===== config.mk =====
export PLATFORM = sky130hd
export DESIGN_NAME = knn_scheduler
export DESIGN_NICKNAME = d
export VERILOG_FILES = /design/src/rtl/knn_scheduler.sv
export SDC_FILE = /design/constraint.sdc
export NUM_CORES = 1
export LEC_CHECK = 0
export ABC_AREA = 1
export BUFFER_PORTS_ARGS = -buffer_cell sky130_fd_sc_hd__buf_2
export CORE_UTILIZATION = 50
export DETAILED_ROUTE_END_ITERATION = 12
export PLACE_DENSITY = 0.85
export RECOVER_POWER = 50
export SLEW_MARGIN = 5
export SYNTH_ARGS = -nofsm -noshare
export SYNTH_HDL_FRONTEND = slang
export SYNTH_SLANG_ARGS = --single-unit

===== constraint.sdc =====
create_clock -name clk -period 1.7 [get_ports clk]
set_input_delay 0 -clock clk [delete_from_list [all_inputs] [get_ports clk]]
set_output_delay 0 -clock clk [all_outputs]
set_load 0.05 [all_outputs]

===== src/rtl/knn_scheduler.sv =====
// Sequencer for a k-NN classifier: walks every test point against every data point,
// handshaking with the distance unit, the neighbour-list inserter and the label voter.
//   state | meaning
//   IDLE  | waiting for start
//   CLR   | clear neighbour list for current test point
//   REQ   | request distance, hold until dist_ack
//   WAIT  | wait for dist_valid
//   INS   | request neighbour insert, hold until ins_done
//   NEXT  | advance data index or move to vote
//   VOTE  | request label vote, hold until vote_done
//   DONE  | one-cycle completion pulse
module knn_scheduler #(
    parameter int DATA_W = 8,
    parameter int TEST_W = 4
) (
    input  logic              clk,
    input  logic              rst,
    input  logic              start,
    input  logic              abort,
    input  logic [DATA_W-1:0] n_data,
    input  logic [TEST_W-1:0] n_test,
    input  logic              dist_ack,
    input  logic              dist_valid,
    input  logic              ins_done,
    input  logic              vote_done,
    output logic              busy,
    output logic              done,
    output logic              nb_clr,
    output logic              dist_req,
    output logic              ins_req,
    output logic              vote_req,
    output logic [DATA_W-1:0] data_idx,
    output logic [TEST_W-1:0] test_idx
);

    localparam logic [2:0] IDLE = 3'd0;
    localparam logic [2:0] CLR  = 3'd1;
    localparam logic [2:0] REQ  = 3'd2;
    localparam logic [2:0] WAIT = 3'd3;
    localparam logic [2:0] INS  = 3'd4;
    localparam logic [2:0] NEXT = 3'd5;
    localparam logic [2:0] VOTE = 3'd6;
    localparam logic [2:0] DONE = 3'd7;

    logic [2:0]        state;
    logic [DATA_W-1:0] n_data_q;
    logic [TEST_W-1:0] n_test_q;

    // Counts are nonzero whenever the last-index compares are reached, so no wrap on -1.
    always_ff @(posedge clk or posedge rst) begin
        if (rst) begin
            state    <= IDLE;
            data_idx <= '0;
            test_idx <= '0;
            n_data_q <= '0;
            n_test_q <= '0;
        end else if (abort && state != IDLE) begin
            state <= IDLE;
        end else begin
            case (state)
                IDLE: begin
                    if (start) begin
                        if (n_data != '0 && n_test != '0) begin
                            n_data_q <= n_data;
                            n_test_q <= n_test;
                            data_idx <= '0;
                            test_idx <= '0;
                            state    <= CLR;
                        end else begin
                            state <= DONE;
                        end
                    end
                end
                CLR:  state <= REQ;
                REQ:  if (dist_ack)   state <= WAIT;
                WAIT: if (dist_valid) state <= INS;
                INS:  if (ins_done)   state <= NEXT;
                NEXT: begin
                    if (data_idx == n_data_q - DATA_W'(1)) begin
                        state <= VOTE;
                    end else begin
                        data_idx <= data_idx + DATA_W'(1);
                        state    <= REQ;
                    end
                end
                VOTE: begin
                    if (vote_done) begin
                        if (test_idx == n_test_q - TEST_W'(1)) begin
                            state <= DONE;
                        end else begin
                            test_idx <= test_idx + TEST_W'(1);
                            data_idx <= '0;
                            state    <= CLR;
                        end
                    end
                end
                DONE:    state <= IDLE;
                default: state <= IDLE;
            endcase
        end
    end

    assign busy     = (state != IDLE);
    assign done     = (state == DONE);
    assign nb_clr   = (state == CLR);
    assign dist_req = (state == REQ);
    assign ins_req  = (state == INS);
    assign vote_req = (state == VOTE);

endmodule


Yosys cells after proc, flatten, opt, wreduce, memory -nomap -nowiden
Cells that the tools add are included.

word-level totals
  register bits after elaboration = 27
  output and inout port bits = 18
  bits of input ports = 20

operators by class
  equality and inequality tests = 19
  reduce and logical (&&, ||, !) cells = 12
  add/subtract/negate cells = 4
  bitwise operators = 1
  mux-type cells = 21

operator list
  cell                                                                 number
  8-bit 2-to-1 mux                                                     5
  3-bit 2-to-1 mux                                                     9
  3-bit one-hot mux with 8 select lines                                1
  8-bit one-hot mux with 3 select lines                                1
  4-bit 2-to-1 mux                                                     4
  3-bit == test (second input constant)                                4
  2-bit != test (second input constant)                                5
  3-bit by 2-bit != test with 1-bit output (second input constant)     3
  8-bit by 1-bit adder with 8-bit output (second input constant)       1
  8-bit == test                                                        1
  4-bit one-hot mux with 2 select lines                                1
  8-bit nonzero test                                                   1
  8-bit by 1-bit subtractor with 8-bit output (second input constant)  1
  7-bit AND reduction                                                  1
  3-bit by 2-bit == test with 1-bit output (second input constant)     2
  3-bit != test (second input constant)                                2
  6-bit AND reduction                                                  1
  3-bit nonzero test                                                   2
  5-bit AND reduction                                                  1
  4-bit by 1-bit adder with 4-bit output (second input constant)       1
  4-bit == test                                                        1
  4-bit AND reduction                                                  1
  4-bit nonzero test                                                   1
  4-bit by 1-bit subtractor with 4-bit output (second input constant)  1
  other kinds (5)                                                      6

Depth between registers and ports, before layout
Gate-level depths: netlist of run 1.

  depth after elaboration = 6
  depth in mapped cells = 13
  mapped depth without buffers = 13

Least setup slack after synthesis of run 1
Ideal clock, no wire load.

  kind = register to register
  start point = reg state[0]
  end point = reg state[1]
  clock period less this slack = 2279 ps
  slack = -579 ps
  arrival = 2152 ps
  library setup time = 127 ps
  stages on the path, launching flop included = 10
  cells stage by stage = dfrtp_1 buf_6 nor3_1 nand2_1 o211ai_1 nor2_1 nand2_1 nor2_1 nand2_1 o21ai_0

RTL lines
  element                                                                                                   RTL line  text
  from (decl)                                                                                               45        logic [2:0] state;
  from (signal assigned)                                                                                    52        state <= IDLE;
  from (signal assigned)                                                                                    58        state <= IDLE;
  from (signal assigned)                                                                                    68        state <= CLR;
  3-bit by 2-bit == test with 1-bit output *                                                                -
  via dist_req                                                                                              29        output logic dist_req,
  3-bit one-hot mux with 8 select lines / 3-bit by 2-bit != test with 1-bit output (equally long branches)  -
  3-bit 2-to-1 mux / 5-bit AND reduction (equally long branches)                                            -

The timed path passes the listed nets; every way through them passes the cells marked *.
A chain may end at the register's enable or synchronous reset.

Worst setup path in the final report of run 1
  start point = reg n_test_q[0]
  end point = reg data_idx[1]

between the ends
  longest elaborated chain between the ends = 4

ends and longest elaborated chain
  element                                      RTL line  text
  from (decl)                                  47        logic [TEST_W-1:0] n_test_q;
  from (signal assigned)                       65        n_test_q <= n_test;
  4-bit by 1-bit subtractor with 4-bit output  88        if (test_idx == n_test_q - TEST_W'(1)) begin
  4-bit == test                                88
  2-bit != test (no source line)               -
  7-bit AND reduction (no source line)         -
  to (signal assigned)                         82        data_idx <= data_idx + DATA_W'(1);
  to (decl)                                    32        output logic [DATA_W-1:0] data_idx,

Every way passes these cells.

==> out/qor.csv, run 1 <==
stage,metric,value,unit
yosys,synth_top_family_by_area,simple AND/OR/NAND/NOR gates,
yosys,yosysWarnings,0,
route,vias_per_cell,5.11,
worst_setup_path,worstPathArrival,1.98,ns
global_route,grt_pass1_wl,8.20,mm
global_route,grt_pass1_vias,1910,
worst_setup_path,critical_path.startpoint_type,register,
placement,hpwlAfterDp,3.32,mm
sta,setup_violations,8,
global_route,grt_overflow,0,
clock_tree,h-tree-depth,1,
clock_tree,cts_buffers,3,
global_route,grt_usage,25.4,%
route,drtAntennaViolNets,0,
finish,diodes,0,
yosys,synthAdderAreaFrac,2.62,%
yosys,synth.avg_cell_area,6.96,sq um
finish,layout.nets,364,
pwr,leakagePower,0.00132,uW
worst_setup_path,path_buf_inv,2,
sta,slew_headroom,55.0,%
placement,placed_cell_area,2290,sq um
status,violations,"negative hold slack, negative setup slack",
floorplan,die_area,4070,sq um
sta,whs,-0.00409,ns
finish,drive_gt1_share,33.0,%
worst_setup_path,crit_chain,"inv_1, ha_2, or2_4, nand2_2, nand2_1, nand2_1, nor2_2, nand2_2, nand2_2, nor2_4, buf_6, nand3_1, nand2_1",
worst_setup_path,cpLargestDelayFamily,simple AND/OR/NAND/NOR gates,
floorplan,start_util,52.1,%
clock_tree,cts_tree,done,
status,outcome,finished with violations,
job,maxCapViolations,0,
finish,fin_area,2550,sq um
floorplan,die_x,63.8,um
worst_setup_path,crit_path_top_delay_cell,dfrtp_1,
worst_setup_path,startpoint,n_test_q[0],
pwr,post-layout-total-power,3730,uW
min_path,hold_class,in -> reg,
min_path,min_from,n_data[6],
floorplan,row_count,22,
clock_tree,clock-root-buffer,clkbuf_8,
worst_setup_path,worstPathMaxFanout,5,
yosys,synth_nets,298,
placement,routabilityCongestion,0.804,
yosys,synthDistinctLibCells,29,
yosys,synthSimpleGateAreaFrac,39.1,%
route,drt_pass1_iterations,4,
clock_tree,clkTransAtPathRegs,0.10,ns
route,num_vias,1979,
sta,fin_ws,-0.0581,ns
worst_setup_path,cpPeakStageDelay,0.36,ns
floorplan,core_area,3660,sq um
finish,layout_commonest_cell,nand2_1,
clock_tree,cts_sinks,27,
global_route,grt_max_degree,28,
pwr,p_per_area,1470,nW/um^2
sta,tightestPinTransition,0.675,ns
worst_setup_path,crit_type,reg -> reg,
floorplan,ios,38,
sta,finalMaxSlewViolations,0,
sta,fin_crit_sh,103,%
floorplan,dieHeight,63.8,um
global_route,antenna_found_initial,0,
sta,fmax,569,MHz
yosys,synth-seq-area-share,35.4,%
sta,post-route-min-period,1.76,ns
yosys,syn_inst,274,
yosys,synth-xor-area-share,5.51,%
route,drc,0,
route,wl,4.71,mm
yosys,ys_ff_latch,27,
yosys,synth_compound_area_share,8.66,%
route,wire_per_inst,12.2,um
route,drt-initial-drc-count,76,
clock_tree,clkLatencyLatePin,0.28,ns
worst_setup_path,r2r_start,n_test_q[0],
placement,io_buffers,37,
worst_setup_path,crit_required,1.92,ns
sta,finClkSkew,0.00532,ns
pwr,irDropWorstVdd,0.964,mV
sta,finalHoldViolCount,1,
worst_setup_path,crit_path_end_kind,register,
placement,place_ws,-0.0608,ns
yosys,synth.area.mux_share,0,%
yosys,syn-cell-area,1910,sq um
finish,mostFrequentLayoutCells,"69 x nand2_1, 35 x buf_2, 34 x inv_1",
sta,rsz0062_at_grt,yes,
finish,syn_to_final_growth,33.5,%
clock_tree,cts_buffer_depth,2,
kinds of logic (layout without fill, tap and decap cells):
kind of cell | after synthesis | after routing
adders and majority gates | 4 | 4
AOI/OAI and AO/OA | 30 | 30
buffers and inverters | 42 | 106
and+or+nand+nor | 159 | 160
xor gates and xnor gates | 12 | 12
DFF | 27 | 27
routing by layer:
metal	vias to the layer above	track usage, %	routed length [um]
li1	995	-	-
met4	0	6.53	80
met3	12	2.32	136
met2	52	46.7	2430
met5	-	0	0
met1	920	31.5	2060
flip-flops by register name (all words and copies together), names as in the netlist:
signal / cells
n_test_q: 4
data_idx: 8
state: 3
n_data_q: 8
test_idx: 4
report_power, final:
part | internal (uW) | switching, uW
Clock | 167 | 215
Combinational | 884 | 1420
Sequential | 830 | 222
path summary, 6_finish.rpt:
path / cells after the start / slack (ns) / end
worst min register to register: 2 / 0.53 / n_test_q[3]
worst min-delay path: 3 / -0.004 / n_data_q[6]
worst max-delay path: 13 / -0.06 / data_idx[1]
worst max register to register: 13 / -0.06 / data_idx[1]
min in group asynchronous: 4 / 0.45 / test_idx[1]
max in group asynchronous: 4 / 0.77 / data_idx[4]
timing repair:
| item | CTS | global route |
|---|---|---|
| buffers inserted | 3 | 1 |
| gates resized for setup | 8 | 18 |
| endpoints found under the hold margin | 34 | 0 |
| hold buffers | 8 | 0 |
| endpoints found under the setup margin | 9 | 16 |
| pin swaps | 5 | 16 |
| cloned | 1 | 0 |
per-stage QoR:
step	std cells	TNS, ns	utilization [%]
detailed placement	370	-0.421	62.6
global placement	370	0	62.6
floorplan	274	-0.127	-
global route	387	-1.91	69.6
finish	387	-0.385	69.6
CTS	386	0	67.5
worst reg2reg max path, stage by stage, from the launching register on:
cell and delay (ns):
dfrtp_1 0.36, inv_1 0.05, ha_2 0.18, or2_4 0.23, nand2_2 0.05, nand2_1 0.04
nand2_1 0.09, nor2_2 0.06, nand2_2 0.07, nand2_2 0.06, nor2_4 0.21, buf_6 0.16
nand3_1 0.07, nand2_1 0.07
cell type report:
type                            count  area (sq um)
Sequential cell                    27           679
Timing Repair Buffer               63           403
Inverter                           39           149
Multi-Input combinational cell    206          1210
Fill cell                         295          1110
Clock inverter                      1          7.51
Clock buffer                        3          41.3
Tap cell                           48          60.1
cell usage after synthesis:
master / count / share of area (%)
nand2_1: 75 / 15
inv_1: 36 / 7.1
dfrtp_1: 27 / 35
nand3_1: 26 / 6.8
nor2_1: 25 / 4.9
o21ai_0: 22 / 5.8
or2_2: 9 / 3.0
xor2_1: 7 / 3.2
xnor2_1: 5 / 2.3
a21oi_1: 4 / 1.0
ha_1: 4 / 2.6
nand2_2: 4 / 1.3
nor2_2: 4 / 1.3
nor3_1: 4 / 1.0
inv_2: 3 / 0.59
nand4_1: 3 / 0.98
nand2_4: 2 / 1.2
nor2_4: 2 / 1.2
nor3b_1: 2 / 0.79
a21o_1: 1 / 0.39
buf_2: 1 / 0.26
buf_6: 1 / 0.59
clkbuf_1: 1 / 0.20
nand3_2: 1 / 0.52
nand3_4: 1 / 0.92
nand3b_1: 1 / 0.39
o211ai_1: 1 / 0.39
o21bai_1: 1 / 0.39
o22ai_2: 1 / 0.66
Note: power is estimated with default switching activity, not from simulation.
==> run 2: changes to the inputs <==
- RECOVER_POWER: 50 -> default
==> run 2 against run 1 <==
The flow still finishes with violations (negative hold slack, negative setup slack). Critical path depth unchanged. Final cell count unchanged. Worst hold slack got worse by 0.00076 ns. Non-clock buffer count unchanged. Power decreased by 0.10%. Die area stayed put.
==> out/qor.csv, run 2 (synthesized netlist as in run 1, its figures left out) <==
stage,metric,value,unit,change
sta,finalMaxSlewViolations,0,,unchanged
finish,top_regs,"data_idx (8), n_data_q (8)",,
floorplan,ios,38,,unchanged
worst_setup_path,worstPathArrival,1.98,ns,about the same
pwr,leakagePower,0.00133,uW,+0.72%
sta,whs,-0.00485,ns,-0.000761 ns
worst_setup_path,crit_path_top_delay_cell,dfrtp_1,,
finish,regArea,679,sq um,unchanged
placement,placed_cell_area,2290,sq um,unchanged
route,wire_per_inst,12.1,um,-0.74%
worst_setup_path,worstPathMaxFanout,5,,unchanged
finish,fin_area,2550,sq um,+0.20%
route,drc,0,,unchanged
sta,tightestPinTransition,0.343,ns,-0.332 ns
clock_tree,cts_sinks,27,,unchanged
worst_setup_path,crit_required,1.92,ns,about the same
clock_tree,cts_buffers,3,,unchanged
placement,place_ws,-0.0608,ns,unchanged
worst_setup_path,crit_chain,"inv_1, ha_2, or2_4, nand2_2, nand2_1, nand2_1, nor2_2, nand2_2, nand2_2, nor2_4, buf_6, nand3_1, nand2_1",,
placement,hpwlAfterDp,3.32,mm,unchanged
route,drt_pass1_iterations,4,,unchanged
sta,slew_headroom,77.1,%,+22 points
finish,fill_cells,296,,+0.34%
route,num_vias,1951,,-1.4%
global_route,antenna_found_initial,0,,unchanged
sta,fmax,569,MHz,about the same
global_route,grt_pass1_wl,8.20,mm,unchanged
pwr,p_per_area,1460,nW/um^2,-0.30%
sta,rsz0062_at_grt,yes,,
finish,layout.nets,364,,unchanged
status,outcome,finished with violations,,
floorplan,die_x,63.8,um,unchanged
finish,utilization,69.7,%,+0.14 points
min_path,min_path_cells,3,,unchanged
sta,fin_crit_sh,103,%,about the same
finish,multiInputGateArea,1210,sq um,unchanged
global_route,grt_usage,25.4,%,unchanged
finish,syn_to_final_growth,33.8,%,
finish,fin_cells,387,,unchanged
floorplan,dieHeight,63.8,um,unchanged
placement,place_inst,370,,unchanged
sta,post-route-min-period,1.76,ns,-0.0000151 ns
worst_setup_path,r2r_cells,13,,unchanged
placement,routabilityCongestion,0.804,,unchanged
route,drtAntennaViolNets,0,,unchanged
finish,diodes,0,,unchanged
min_path,hold_class,in -> reg,,
clock_tree,cts_buffer_depth,2,,unchanged
global_route,grt_overflow,0,,unchanged
global_route,grt_max_degree,28,,unchanged
global_route,grt_pass1_vias,1910,,unchanged
pwr,irDropWorstVdd,0.964,mV,about the same
sta,setup_violations,8,,unchanged
route,drt-initial-drc-count,75,,-1.3%
route,wl,4.67,mm,-0.74%
sta,finalHoldViolCount,1,,unchanged
placement,io_buffers,37,,unchanged
route,vias_per_cell,5.04,,-1.4%
clock_tree,h-tree-depth,1,,unchanged
worst_setup_path,path_buf_inv,2,,unchanged
worst_setup_path,crit_path_end_kind,register,,
finish,mostFrequentLayoutCells,"69 x nand2_1, 37 x buf_2, 34 x inv_1",,
finish,layout_commonest_cell,nand2_1,,
sta,fin_ws,-0.0581,ns,+0.0000151 ns
sta,final.setup.tns,-0.386,ns,-0.00114 ns
clock_tree,cts_tree,done,,
floorplan,row_count,22,,unchanged
floorplan,start_util,52.1,%,unchanged
clock_tree,clock-root-buffer,clkbuf_8,,
finish,drive_gt1_share,33.6,%,+0.59 points
clock_tree,clkTransAtPathRegs,0.10,ns,about the same
floorplan,die_area,4070,sq um,unchanged
job,maxCapViolations,0,,unchanged
sta,finClkSkew,0.00501,ns,-0.000310 ns
worst_setup_path,critical_path.startpoint_type,register,,
worst_setup_path,path_depth,13,,unchanged
worst_setup_path,cpLargestDelayFamily,simple AND/OR/NAND/NOR gates,,
worst_setup_path,crit_type,reg -> reg,,
floorplan,core_area,3660,sq um,unchanged
status,violations,"negative hold slack, negative setup slack",,
clock_tree,clkLatencyLatePin,0.28,ns,about the same
worst_setup_path,cpPeakStageDelay,0.36,ns,about the same
## run 2: area by class of cell
type,instances,share of cell area [%]
tap,48,2.35
sequential,27,26.6
clock buffer,3,1.62
timing repair buffer,63,16.0
multi-input combinational,206,47.3
clock inverter,1,0.294
inverter,39,5.83
## run 2: worst reg2reg max path, cell delays in order, from the launching register on
cell     delay, ns
dfrtp_1       0.36
inv_1         0.05
ha_2          0.18
or2_4         0.23
nand2_2       0.05
nand2_1       0.04
nand2_1       0.09
nor2_2        0.06
nand2_2       0.07
nand2_2       0.06
nor2_4        0.21
buf_6         0.16
nand3_1       0.07
nand2_1       0.07
## run 2: path summary, 6_finish.rpt
check / from / end / slack [ns]
worst min-delay path: n_data[6] / n_data_q[6] / -0.005
worst max-delay path: n_test_q[0] / data_idx[1] / -0.06
worst min register to register: n_test_q[3] / n_test_q[3] / 0.53
max in group asynchronous: rst / data_idx[4] / 1.08
min in group asynchronous: rst / n_test_q[1] / 0.34
worst max register to register: n_test_q[0] / data_idx[1] / -0.06
## run 2: report_power, final
part	switching, uW	internal (uW)	total [uW]	leakage (uW)
Sequential	221	830	1050	0.000351
Combinational	1410	885	2300	0.000955
Clock	214	167	381	0.0000217
## run 2: what timing repair did
item / CTS / global route
endpoints found under the setup margin: 9 / 16
cloned: 1 / 0
setup buffers: 3 / 1
hold endpoints to repair: 34 / 0
gates resized for setup: 8 / 18
hold buffers: 8 / 0
pin swaps: 5 / 16
## run 2: metrics by stage
stage,hold WS (ns),power [uW]
after CTS,0.00624,3600
after global routing,0.0286,4060
final,-0.00485,3730
after global placement,0.0745,3020
after floorplan,0.0526,2610
after detailed placement,0.0774,3080
## run 2: metal layers
metal / wire, um / track usage, %
met1: 2020 / 31.5
met2: 2410 / 46.7
met3: 155 / 2.32
met4: 89 / 6.53
met5: 0 / 0
